**src/rtl/seg7_pkg.sv**
```systemverilog
// Decode constants and helpers shared by the 7-segment scan decoder.
// Segment codes are active-high, bit order gfedcba (bit 0 = segment a).
// seg_to_nibble returns {valid, nibble}; valid=0 for any pattern not in the table.
package seg7_pkg;

    localparam int N_DIG = 4;

    localparam logic [6:0] SEG_0 = 7'h3F;
    localparam logic [6:0] SEG_1 = 7'h06;
    localparam logic [6:0] SEG_2 = 7'h5B;
    localparam logic [6:0] SEG_3 = 7'h4F;
    localparam logic [6:0] SEG_4 = 7'h66;
    localparam logic [6:0] SEG_5 = 7'h6D;
    localparam logic [6:0] SEG_6 = 7'h7D;
    localparam logic [6:0] SEG_7 = 7'h07;
    localparam logic [6:0] SEG_8 = 7'h7F;
    localparam logic [6:0] SEG_9 = 7'h6F;
    localparam logic [6:0] SEG_A = 7'h77;
    localparam logic [6:0] SEG_B = 7'h7C;
    localparam logic [6:0] SEG_C = 7'h39;
    localparam logic [6:0] SEG_D = 7'h5E;
    localparam logic [6:0] SEG_E = 7'h79;
    localparam logic [6:0] SEG_F = 7'h71;

    function automatic logic [4:0] seg_to_nibble(input logic [6:0] seg);
        logic [4:0] r;
        case (seg)
            SEG_0:   r = 5'h10;
            SEG_1:   r = 5'h11;
            SEG_2:   r = 5'h12;
            SEG_3:   r = 5'h13;
            SEG_4:   r = 5'h14;
            SEG_5:   r = 5'h15;
            SEG_6:   r = 5'h16;
            SEG_7:   r = 5'h17;
            SEG_8:   r = 5'h18;
            SEG_9:   r = 5'h19;
            SEG_A:   r = 5'h1A;
            SEG_B:   r = 5'h1B;
            SEG_C:   r = 5'h1C;
            SEG_D:   r = 5'h1D;
            SEG_E:   r = 5'h1E;
            SEG_F:   r = 5'h1F;
            default: r = 5'h00;
        endcase
        return r;
    endfunction

endpackage

```
**src/rtl/seg7_sync_stable.sv**
```systemverilog
// Synchroniser + stability filter for the HEX/DIG scan bus.
// Latency: 2 sync stages, then accept_o fires once a sample has held STABLE_CYC cycles.
// Ports: clk_i, rst_n_i (sync, active-low), hex_i/dig_i raw pins;
//        seg_o/dig_o normalised (lit/enabled = 1) stable sample, accept_o 1-cycle strobe.
module seg7_sync_stable
    import seg7_pkg::*;
#(
    parameter logic [24:0] STABLE_CYC     = 25'd4,
    parameter bit          SEG_ACTIVE_LOW = 1'b1,
    parameter bit          DIG_ACTIVE_LOW = 1'b1
) (
    input  logic             clk_i,
    input  logic             rst_n_i,
    input  logic [6:0]       hex_i,
    input  logic [N_DIG-1:0] dig_i,
    output logic [6:0]       seg_o,
    output logic [N_DIG-1:0] dig_o,
    output logic             accept_o
);

    localparam logic [6:0]       HEX_IDLE = SEG_ACTIVE_LOW ? 7'h7F : 7'h00;
    localparam logic [N_DIG-1:0] DIG_IDLE = DIG_ACTIVE_LOW ? {N_DIG{1'b1}} : {N_DIG{1'b0}};

    logic [6:0]         hex_s1_q, hex_s2_q;
    logic [N_DIG-1:0]   dig_s1_q, dig_s2_q;
    logic [6+N_DIG:0]   samp_q, samp_d;
    logic [24:0]        cnt_q, cnt_d;
    logic               taken_q, taken_d;

    logic [6:0]         seg_n;
    logic [N_DIG-1:0]   dig_n;
    logic               changed;
    logic               accept;

    always_ff @(posedge clk_i) begin
        if (!rst_n_i) begin
            hex_s1_q <= HEX_IDLE;
            hex_s2_q <= HEX_IDLE;
            dig_s1_q <= DIG_IDLE;
            dig_s2_q <= DIG_IDLE;
            samp_q   <= '0;
            cnt_q    <= '0;
            taken_q  <= 1'b0;
        end else begin
            hex_s1_q <= hex_i;
            hex_s2_q <= hex_s1_q;
            dig_s1_q <= dig_i;
            dig_s2_q <= dig_s1_q;
            samp_q   <= samp_d;
            cnt_q    <= cnt_d;
            taken_q  <= taken_d;
        end
    end

    always_comb begin
        seg_n   = SEG_ACTIVE_LOW ? ~hex_s2_q : hex_s2_q;
        dig_n   = DIG_ACTIVE_LOW ? ~dig_s2_q : dig_s2_q;
        samp_d  = {seg_n, dig_n};
        changed = (samp_d != samp_q);
        // A changing sample can never be accepted, even if the old one was about to qualify.
        accept  = !changed && !taken_q && (cnt_q == STABLE_CYC - 25'd1);
        if (changed) begin
            cnt_d   = '0;
            taken_d = 1'b0;
        end else begin
            cnt_d   = (cnt_q < STABLE_CYC) ? cnt_q + 25'd1 : cnt_q;
            taken_d = taken_q | accept;
        end
    end

    assign seg_o    = samp_q[6+N_DIG:N_DIG];
    assign dig_o    = samp_q[N_DIG-1:0];
    assign accept_o = accept;

endmodule

```
**src/rtl/seg7_scan_decoder.sv**
```systemverilog
// Decodes a multiplexed 4-digit 7-segment scan bus back into a 16-bit value per frame.
// Latency: 2 (sync) + STABLE_CYC + 1 cycles from final stable digit on pins to VALID.
// Ports: CLK, RST (sync active-low), HEX/DIG pins in; VALUE, VALID pulse, ERR pulse out;
//        ERR_CNT (saturating error count) only when SEG7_DEC_ERRCNT_EN is defined.
module seg7_scan_decoder
    import seg7_pkg::*;
#(
    parameter logic [24:0] STABLE_CYC     = 25'd4,
    parameter bit          SEG_ACTIVE_LOW = 1'b1,
    parameter bit          DIG_ACTIVE_LOW = 1'b1
) (
    input  logic             CLK,
    input  logic             RST,
    input  logic [6:0]       HEX,
    input  logic [N_DIG-1:0] DIG,
    output logic [15:0]      VALUE,
    output logic             VALID,
    output logic             ERR
`ifdef SEG7_DEC_ERRCNT_EN
    ,
    output logic [7:0]       ERR_CNT
`endif
);

    logic [6:0]       seg;
    logic [N_DIG-1:0] dig;
    logic             accept;

    seg7_sync_stable #(
        .STABLE_CYC     (STABLE_CYC),
        .SEG_ACTIVE_LOW (SEG_ACTIVE_LOW),
        .DIG_ACTIVE_LOW (DIG_ACTIVE_LOW)
    ) u_sync_stable (
        .clk_i    (CLK),
        .rst_n_i  (RST),
        .hex_i    (HEX),
        .dig_i    (DIG),
        .seg_o    (seg),
        .dig_o    (dig),
        .accept_o (accept)
    );

    logic [15:0]      shadow_q, shadow_d;
    logic [N_DIG-1:0] seen_q, seen_d;
    logic [15:0]      value_q, value_d;
    logic             valid_q, valid_d;
    logic             err_q, err_d;

    logic [4:0]       dec;
    logic             dig_onehot;
    logic             good;
    logic [N_DIG-1:0] seen_new;

    always_comb begin
        dec        = seg_to_nibble(seg);
        dig_onehot = (dig != '0) && ((dig & (dig - 1'b1)) == '0);
        good       = accept && dig_onehot && dec[4];
        // Blanking (no digit enabled) is part of a normal scan and is silently ignored.
        err_d      = accept && (dig != '0) && !(dig_onehot && dec[4]);
        seen_new   = seen_q | dig;

        shadow_d = shadow_q;
        seen_d   = seen_q;
        value_d  = value_q;
        valid_d  = 1'b0;

        if (good) begin
            for (int i = 0; i < N_DIG; i++) begin
                if (dig[i]) begin
                    shadow_d[4*i +: 4] = dec[3:0];
                end
            end
            if (seen_new == {N_DIG{1'b1}}) begin
                value_d = shadow_d;
                valid_d = 1'b1;
                seen_d  = '0;
            end else begin
                seen_d  = seen_new;
            end
        end
    end

    always_ff @(posedge CLK) begin
        if (!RST) begin
            shadow_q <= '0;
            seen_q   <= '0;
            value_q  <= '0;
            valid_q  <= 1'b0;
            err_q    <= 1'b0;
        end else begin
            shadow_q <= shadow_d;
            seen_q   <= seen_d;
            value_q  <= value_d;
            valid_q  <= valid_d;
            err_q    <= err_d;
        end
    end

    assign VALUE = value_q;
    assign VALID = valid_q;
    assign ERR   = err_q;

`ifdef SEG7_DEC_ERRCNT_EN
    logic [7:0] errcnt_q, errcnt_d;

    always_comb begin
        errcnt_d = errcnt_q;
        if (err_d && (errcnt_q != 8'hFF)) begin
            errcnt_d = errcnt_q + 8'd1;
        end
    end

    always_ff @(posedge CLK) begin
        if (!RST) begin
            errcnt_q <= '0;
        end else begin
            errcnt_q <= errcnt_d;
        end
    end

    assign ERR_CNT = errcnt_q;
`endif

endmodule

```
**config.mk**
```make
export PLATFORM = sky130hd
export DESIGN_NAME = seg7_scan_decoder
export DESIGN_NICKNAME = d
export VERILOG_FILES = /design/src/rtl/seg7_pkg.sv /design/src/rtl/seg7_sync_stable.sv /design/src/rtl/seg7_scan_decoder.sv
export SDC_FILE = /design/constraint.sdc
export NUM_CORES = 1
export LEC_CHECK = 0
export ABC_AREA = 1
export CORE_UTILIZATION = 53
export DETAILED_ROUTE_END_ITERATION = 10
export DONT_BUFFER_PORTS = 1
export PLACE_DENSITY = 0.68
export SLEW_MARGIN = 20
export SYNTH_ARGS = -nofsm -noshare
export SYNTH_HDL_FRONTEND = slang
export SYNTH_HIERARCHICAL = 1
export SYNTH_SLANG_ARGS = --single-unit
```
**constraint.sdc**
```tcl
create_clock -name CLK -period 2.6 [get_ports CLK]
set_clock_uncertainty 0.1 [all_clocks]
set_input_delay 0.39 -clock CLK [delete_from_list [all_inputs] [get_ports CLK]]
set_output_delay 0.39 -clock CLK [all_outputs]
set_load 0.05 [all_outputs]
```
Word level (Yosys, flattened, before mapping)
Index checks and enable logic that the tools add are counted.

operators by class
  add/sub/neg operators = 2
  magnitude comparators = 1
  equal/unequal tests = 19
  multiplexer cells = 7
  bitwise gates (word level) = 6
  reduce and logical (&&, ||, !) cells = 16

operators with widths
  cell                                                   number
  equality test 7 bit (second input constant)            12
  case mux 5 bit (16 select lines)                       1
  adder 25 x 1 -> 25 bit (second input constant)         1
  equality test 25 x 2 -> 1 bit (second input constant)  1
  < comparator 25 x 3 -> 1 bit (second input constant)   1
  two-way mux 4 bit                                      5
  equality test 7 x 3 -> 1 bit (second input constant)   2
  equality test 7 x 6 -> 1 bit (second input constant)   2
  inequality test 11 bit                                 1
  logical AND 1 bit                                      8
  NOT 7 bit                                              1
  bitwise AND 4 bit                                      1
  equality test 4 bit (second input constant)            1
  logical NOT 4 bit                                      1
  NOT 4 bit                                              1
  OR 4 bit                                               1
  AND reduction 2 bit                                    2
  nonzero test 4 bit                                     1
  subtractor 4 x 1 -> 4 bit (second input constant)      1
  logical NOT 1 bit                                      3
  OR reduction 2 bit                                     1
  two-way mux 1 bit                                      1
  NOT 1 bit                                              1
  OR 1 bit                                               1

word-level totals
  register bits = 97
  input port bits = 13
  output and inout port bits = 18
  word-level logic and storage cells = 63

Logic depth before layout (Yosys ltp)
  word-level depth = 8
  mapped depth = 13

By module
Netlist, hierarchy kept.

modules (own cells, without submodules)
  module             times used  cells an instance  area an instance (um2)  seq. area each (um2)
  seg7_scan_decoder  1           317                2158.3                  760.7
  seg7_sync_stable   1           225                1995.7                  1181.1

Worst setup path after synthesis
Ideal clock, no wire load.

  kind = reg2reg
  start point = reg u_sync_stable.cnt_q[17]
  end point = reg value_q[10] (netlist: VALUE[10])
  setup time = 0.114 ns
  data arrival time = 1.756 ns
  setup slack = 0.629 ns
  cell stages (with the launch flop) = 14
  path buffers = 1
  clock period less this slack = 1.971 ns
  cell sequence = dfxtp_1 nor2_1 nand2_1 nor2_1 nand3_1 nor2_1 nand2_1 nor2_1 nand3_2 inv_2 nand3_4 buf_6 nand3_1 nand2_1

between the ends
  longest elaborated chain between the ends = 5

ends and longest elaborated chain
  element                          RTL line                 source
  start: declaration               seg7_sync_stable.sv:27   logic [24:0] cnt_q, cnt_d;
  start signal: assignment         seg7_sync_stable.sv:50   cnt_q <= cnt_d;
  equality test 25 x 2 -> 1 bit    seg7_sync_stable.sv:61   accept = !changed && !taken_q && (cnt_q == STABLE_CYC - 25'd1);
  logical AND 1 bit                seg7_sync_stable.sv:61
  net accept                       seg7_scan_decoder.sv:27  logic accept;
  logical AND 1 bit (2 in series)  seg7_scan_decoder.sv:57  good = accept && dig_onehot && dec[4];
  AND reduction 2 bit (no line)    -
  end signal: assignment           seg7_scan_decoder.sv:93  value_q <= value_d;
  end: declaration                 seg7_scan_decoder.sv:45  logic [15:0] value_q, value_d;

The timed path passes the listed nets, and every way through them passes these cells.
A chain may end at the register's enable or synchronous reset.

Worst setup path in the final report
  start point = reg u_sync_stable.cnt_q[19]
  end point = reg shadow_q[2]

between the ends
  longest elaborated chain between the ends = 4

ends and longest elaborated chain
  element                          RTL line                 source
  equality test 25 x 2 -> 1 bit    seg7_sync_stable.sv:61
  logical AND 1 bit                seg7_sync_stable.sv:61
  net accept                       seg7_scan_decoder.sv:27
  logical AND 1 bit (2 in series)  seg7_scan_decoder.sv:57
  end signal: assignment           seg7_scan_decoder.sv:91  shadow_q <= shadow_d;
  end: declaration                 seg7_scan_decoder.sv:43  logic [15:0] shadow_q, shadow_d;

The timed path passes the listed nets, and every way through them passes these cells.

==> implementation parameters <==
Parameter                              Value

Outcome
  Status ... finished clean

Final layout
  Number of inserted diodes ... 0
  Layout net count ... 555
  Fraction of layout cells with a size suffix above 1 ... 0.2070
  Final core utilization ... 0.5996
  P&R area growth vs syn ... 6.928%
  Filler cells ... 662

Floorplanning
  Area of the die ... 0.008196 mm²
  Top-Level Pins ... 31
  Starting Density ... 0.5607
  Std cell rows ... 31
  Overall die height ... 90.53 µm
  Area inside the core boundary ... 0.007408 mm²
  Horizontal extent of the die ... 90.53 µm

Yosys
  Area share of and/or/nand/nor cells after synthesis ... 0.4042
  Synth Cell Area ... 0.004154 mm²
  Largest area contributor in the netlist ... sky130_fd_sc_hd__dfxtp_1
  Cell types occupying the most area after synthesis ... sky130_fd_sc_hd__dfxtp_1 47%, sky130_fd_sc_hd__nand2_1 12%, sky130_fd_sc_hd__nor2_1 7.3%
  Fraction of post-synthesis cell area in the top cell type by area ... 0.4675
  Largest family of logic cells by synthesized area ... simple AND/OR/NAND/NOR gates
  Warnings, synthesis ... 6
  Complex-gate fraction of the synthesized area ... 0.03404
  Fraction of synthesized cell area in xor and xnor cells ... 0.01054
  Synthesized instance count ... 542
  Fraction of synthesized area in multiplexers ... 0
  Number of synthesized register bits ... 97
  Share of synthesized area occupied by flip-flops and latches ... 0.4675
  Arithmetic-cell share of the synthesized area counting full adders, half adders and majority gates ... 0.003012
  Number of distinct library cells after synthesis ... 30
  Mapped Avg Cell Area ... 7.664 µm²
  Net count of the mapped netlist ... 556

Timing
  Final setup violation count ... 0
  Max-slew violation total from the final report ... 0
  Headroom to the max-slew limit ... 0.5033
  Peak clock frequency supported by timing ... 431.3 MHz
  Slew at the pin with the worst max-slew slack ... 0.7442 ns
  Final period demand of the worst path ... 2.319 ns
  Share of the clock period used by the worst path after layout ... 0.8919
  Setup repair after global routing missed its margin ... false
  Final Hold Viols ... 0
  Final-layout setup total negative slack ... 0 ns

Routing
  TritonRoute pass-1 iters ... 4
  Post-DR wirelength/cell ... 11.88 µm
  Via count ... 3125
  First-iteration detailed-routing DRC count ... 169
  Via-per-instance ratio ... 4.845
  Number of antenna-violating nets in the routed design ... 0
  DR DRC count ... 0
  Overall routed net length ... 7664 µm

CTS
  Clock slew at reported path FFs ... 0.11 ns
  Clock tree from TritonCTS ... done
  H-Tree Depth ... 3
  CTS Root Cell ... sky130_fd_sc_hd__clkbuf_8
  Clock sinks ... 97
  CTS buffer count ... 9
  Clock Latency Late Sink ... 0.37 ns
  Longest Clk Path Bufs ... 2

Global route
  First-pass GRT wire length ... 13280 µm
  Met1 track demand over resource ... 0.2405
  Total grt overflow ... 0
  Routing usage on met2 ... 0.3516
  Vias in the first global route ... 3045
  Global routing usage on met3 ... 0.05051
  Initial antenna violation count ... 0
  Pin count of the biggest net entering global routing ... 45
  Grt peak-use layer ... met2
  Overall fraction of global-route tracks in use ... 0.1998

Run
  Max-cap violations ... 0

Setup path
  Req. time, crit path ... 2.76 ns
  Type of the worst setup path ... reg -> reg
  Largest fanout on the critical path ... 20
  Sort of element at the end of the critical path ... flop
  Worst path arrival time ... 2.48 ns
  Type of element launching the critical path ... flop

Placement
  Count of buffers inserted at the top-level ports ... 0
  RePlAce Congestion ... 0.8005
  DP Wirelength ... 5065 µm

Worst hold path
  Hold WC Path Type ... in -> reg

Power
  Leak ... 1.946 nW
  Max rail drop VDD ... 0.4902 mV
  Pwr Density ... 599.8 mW/mm²
[cell usage in the layout, fill, tap and decap left out, drive strengths merged]
| cell type | count |
|---|---|
| o21ai | 9 |
| clkinv | 3 |
| a21oi | 12 |
| buf | 5 |
| a31oi | 1 |
| inv | 56 |
| bufinv | 1 |
| nand2 | 152 |
| ha | 1 |
| dlygate4sd3 | 1 |
| clkbuf | 9 |
| nand4 | 19 |
| or2 | 22 |
| xnor2 | 1 |
| xor2 | 4 |
| o211ai | 1 |
| nand3 | 31 |
| nor2 | 120 |
| dfxtp | 97 |
| nor4 | 1 |
[layout make-up]
class | count | area, µm² | share of cell area
clock buffers | 9 | 123.9 | 0.02789
clock inverters | 7 | 95.09 | 0.02141
inverters | 53 | 201.4 | 0.04535
multi-input cells | 374 | 1896 | 0.4268
flip-flops and latches | 97 | 1942 | 0.4372
well taps | 99 | 123.9 | 0.02789
repair buffers | 6 | 60.06 | 0.01352
[stage by stage]
stage | instances | power, W | worst slack [ns] | hold WS [ns] | instance area (µm²)
finish | 645 | 0.002664 | 0.2812 | 0.01705 | 4442
global route | 645 | 0.002770 | 0.02829 | 0.002797 | 4442
CTS | 642 | 0.002686 | 0.1540 | 0.002271 | 4390
detailed placement | 626 | 0.001647 | 0.2202 | 0.2967 | 4172
global placement | 626 | 0.001644 | 0.3190 | 0.2967 | 4172
floorplan | 542 | 0.001640 | 0.6291 | 0.2925 | 4154
[synth_stat cells]
library cell / count
sky130_fd_sc_hd__a21oi_1: 6
sky130_fd_sc_hd__nor2_2: 32
sky130_fd_sc_hd__or2_2: 22
sky130_fd_sc_hd__nand2_4: 2
sky130_fd_sc_hd__buf_2: 1
sky130_fd_sc_hd__nand3_1: 27
sky130_fd_sc_hd__o211ai_1: 1
sky130_fd_sc_hd__buf_6: 7
sky130_fd_sc_hd__clkbuf_1: 9
sky130_fd_sc_hd__xnor2_1: 1
sky130_fd_sc_hd__nor2_8: 1
sky130_fd_sc_hd__nand2_1: 138
sky130_fd_sc_hd__a31oi_1: 1
sky130_fd_sc_hd__buf_8: 1
sky130_fd_sc_hd__a21oi_2: 6
sky130_fd_sc_hd__inv_2: 5
sky130_fd_sc_hd__nor4_4: 1
sky130_fd_sc_hd__buf_1: 1
sky130_fd_sc_hd__nand4_1: 18
sky130_fd_sc_hd__nand3_4: 2
sky130_fd_sc_hd__nand3_2: 2
sky130_fd_sc_hd__nor2_4: 5
sky130_fd_sc_hd__inv_1: 48
sky130_fd_sc_hd__nor2_1: 81
sky130_fd_sc_hd__nand2_2: 12
sky130_fd_sc_hd__xor2_1: 4
sky130_fd_sc_hd__o21ai_0: 9
sky130_fd_sc_hd__nand4_4: 1
sky130_fd_sc_hd__ha_1: 1
sky130_fd_sc_hd__dfxtp_1: 97
[logic make-up (layout without fill, tap and decap cells)]
logic type | count (synthesis) | in the layout
AND/OR/NAND/NOR | 344 | 345
XOR/XNOR | 5 | 5
buffers and inverters | 72 | 75
AO/OA/AOI/OAI | 23 | 23
flip-flops | 97 | 97
adder cells (fa/ha/maj) | 1 | 1
[worst max-delay path: stages, from the launching register on]
cell and delay (ns):
sky130_fd_sc_hd__dfxtp_1 0.33, sky130_fd_sc_hd__nor2_1 0.10, sky130_fd_sc_hd__nand2_1 0.06, sky130_fd_sc_hd__nor2_1 0.19
sky130_fd_sc_hd__nand3_1 0.16, sky130_fd_sc_hd__nor2_1 0.20, sky130_fd_sc_hd__nand2_1 0.07, sky130_fd_sc_hd__nor2_1 0.23
sky130_fd_sc_hd__nand3_4 0.19, sky130_fd_sc_hd__inv_4 0.15, sky130_fd_sc_hd__nand2_4 0.16, sky130_fd_sc_hd__o21ai_0 0.21
sky130_fd_sc_hd__nor2_1 0.06
[state kept, by name (all words and copies together), names as in the netlist]
signal / cells
ERR: 1
VALID: 1
VALUE: 16
seen_q: 4
shadow_q: 16
u_sync_stable/cnt_q: 25
u_sync_stable/dig_s1_q: 4
u_sync_stable/dig_s2_q: 4
u_sync_stable/hex_s1_q: 7
u_sync_stable/hex_s2_q: 7
u_sync_stable/samp_q: 11
u_sync_stable/taken_q: 1
[power by group]
| group | switching [W] | internal, W | total [W] |
|---|---|---|---|
| clock network | 0.000578 | 0.000473 | 0.00105 |
| registers | 0.0000139 | 0.00151 | 0.00152 |
| logic | 0.0000590 | 0.0000340 | 0.0000929 |
[per-layer routing]
metal / vias to the layer above / part of all wire
met5: - / 0
met4: 0 / 0.0094
met3: 8 / 0.037
met2: 51 / 0.49
met1: 1400 / 0.46
li1: 1666 / -
[repair_timing]
item                                    CTS  global route
hold buffers                              0             1
gates resized for setup                   0             2
endpoints found under the setup margin    0            11
endpoints found under the hold margin     0             1
setup buffers                             0             1
[worst paths after layout]
| check | slack [ns] | startpoint | depth (start not counted) | endpoint |
|---|---|---|---|---|
| hold reg to reg | 0.31 | u_sync_stable/hex_s1_q[5] | 1 | u_sync_stable/hex_s2_q[5] |
| setup reg to reg | 0.28 | u_sync_stable/cnt_q[19] | 12 | shadow_q[2] |
| hold / removal | 0.02 | HEX[1] | 1 | u_sync_stable/hex_s1_q[1] |
| setup / recovery | 0.28 | u_sync_stable/cnt_q[19] | 12 | shadow_q[2] |
No activity file was read; power rests on OpenSTA's default activity.
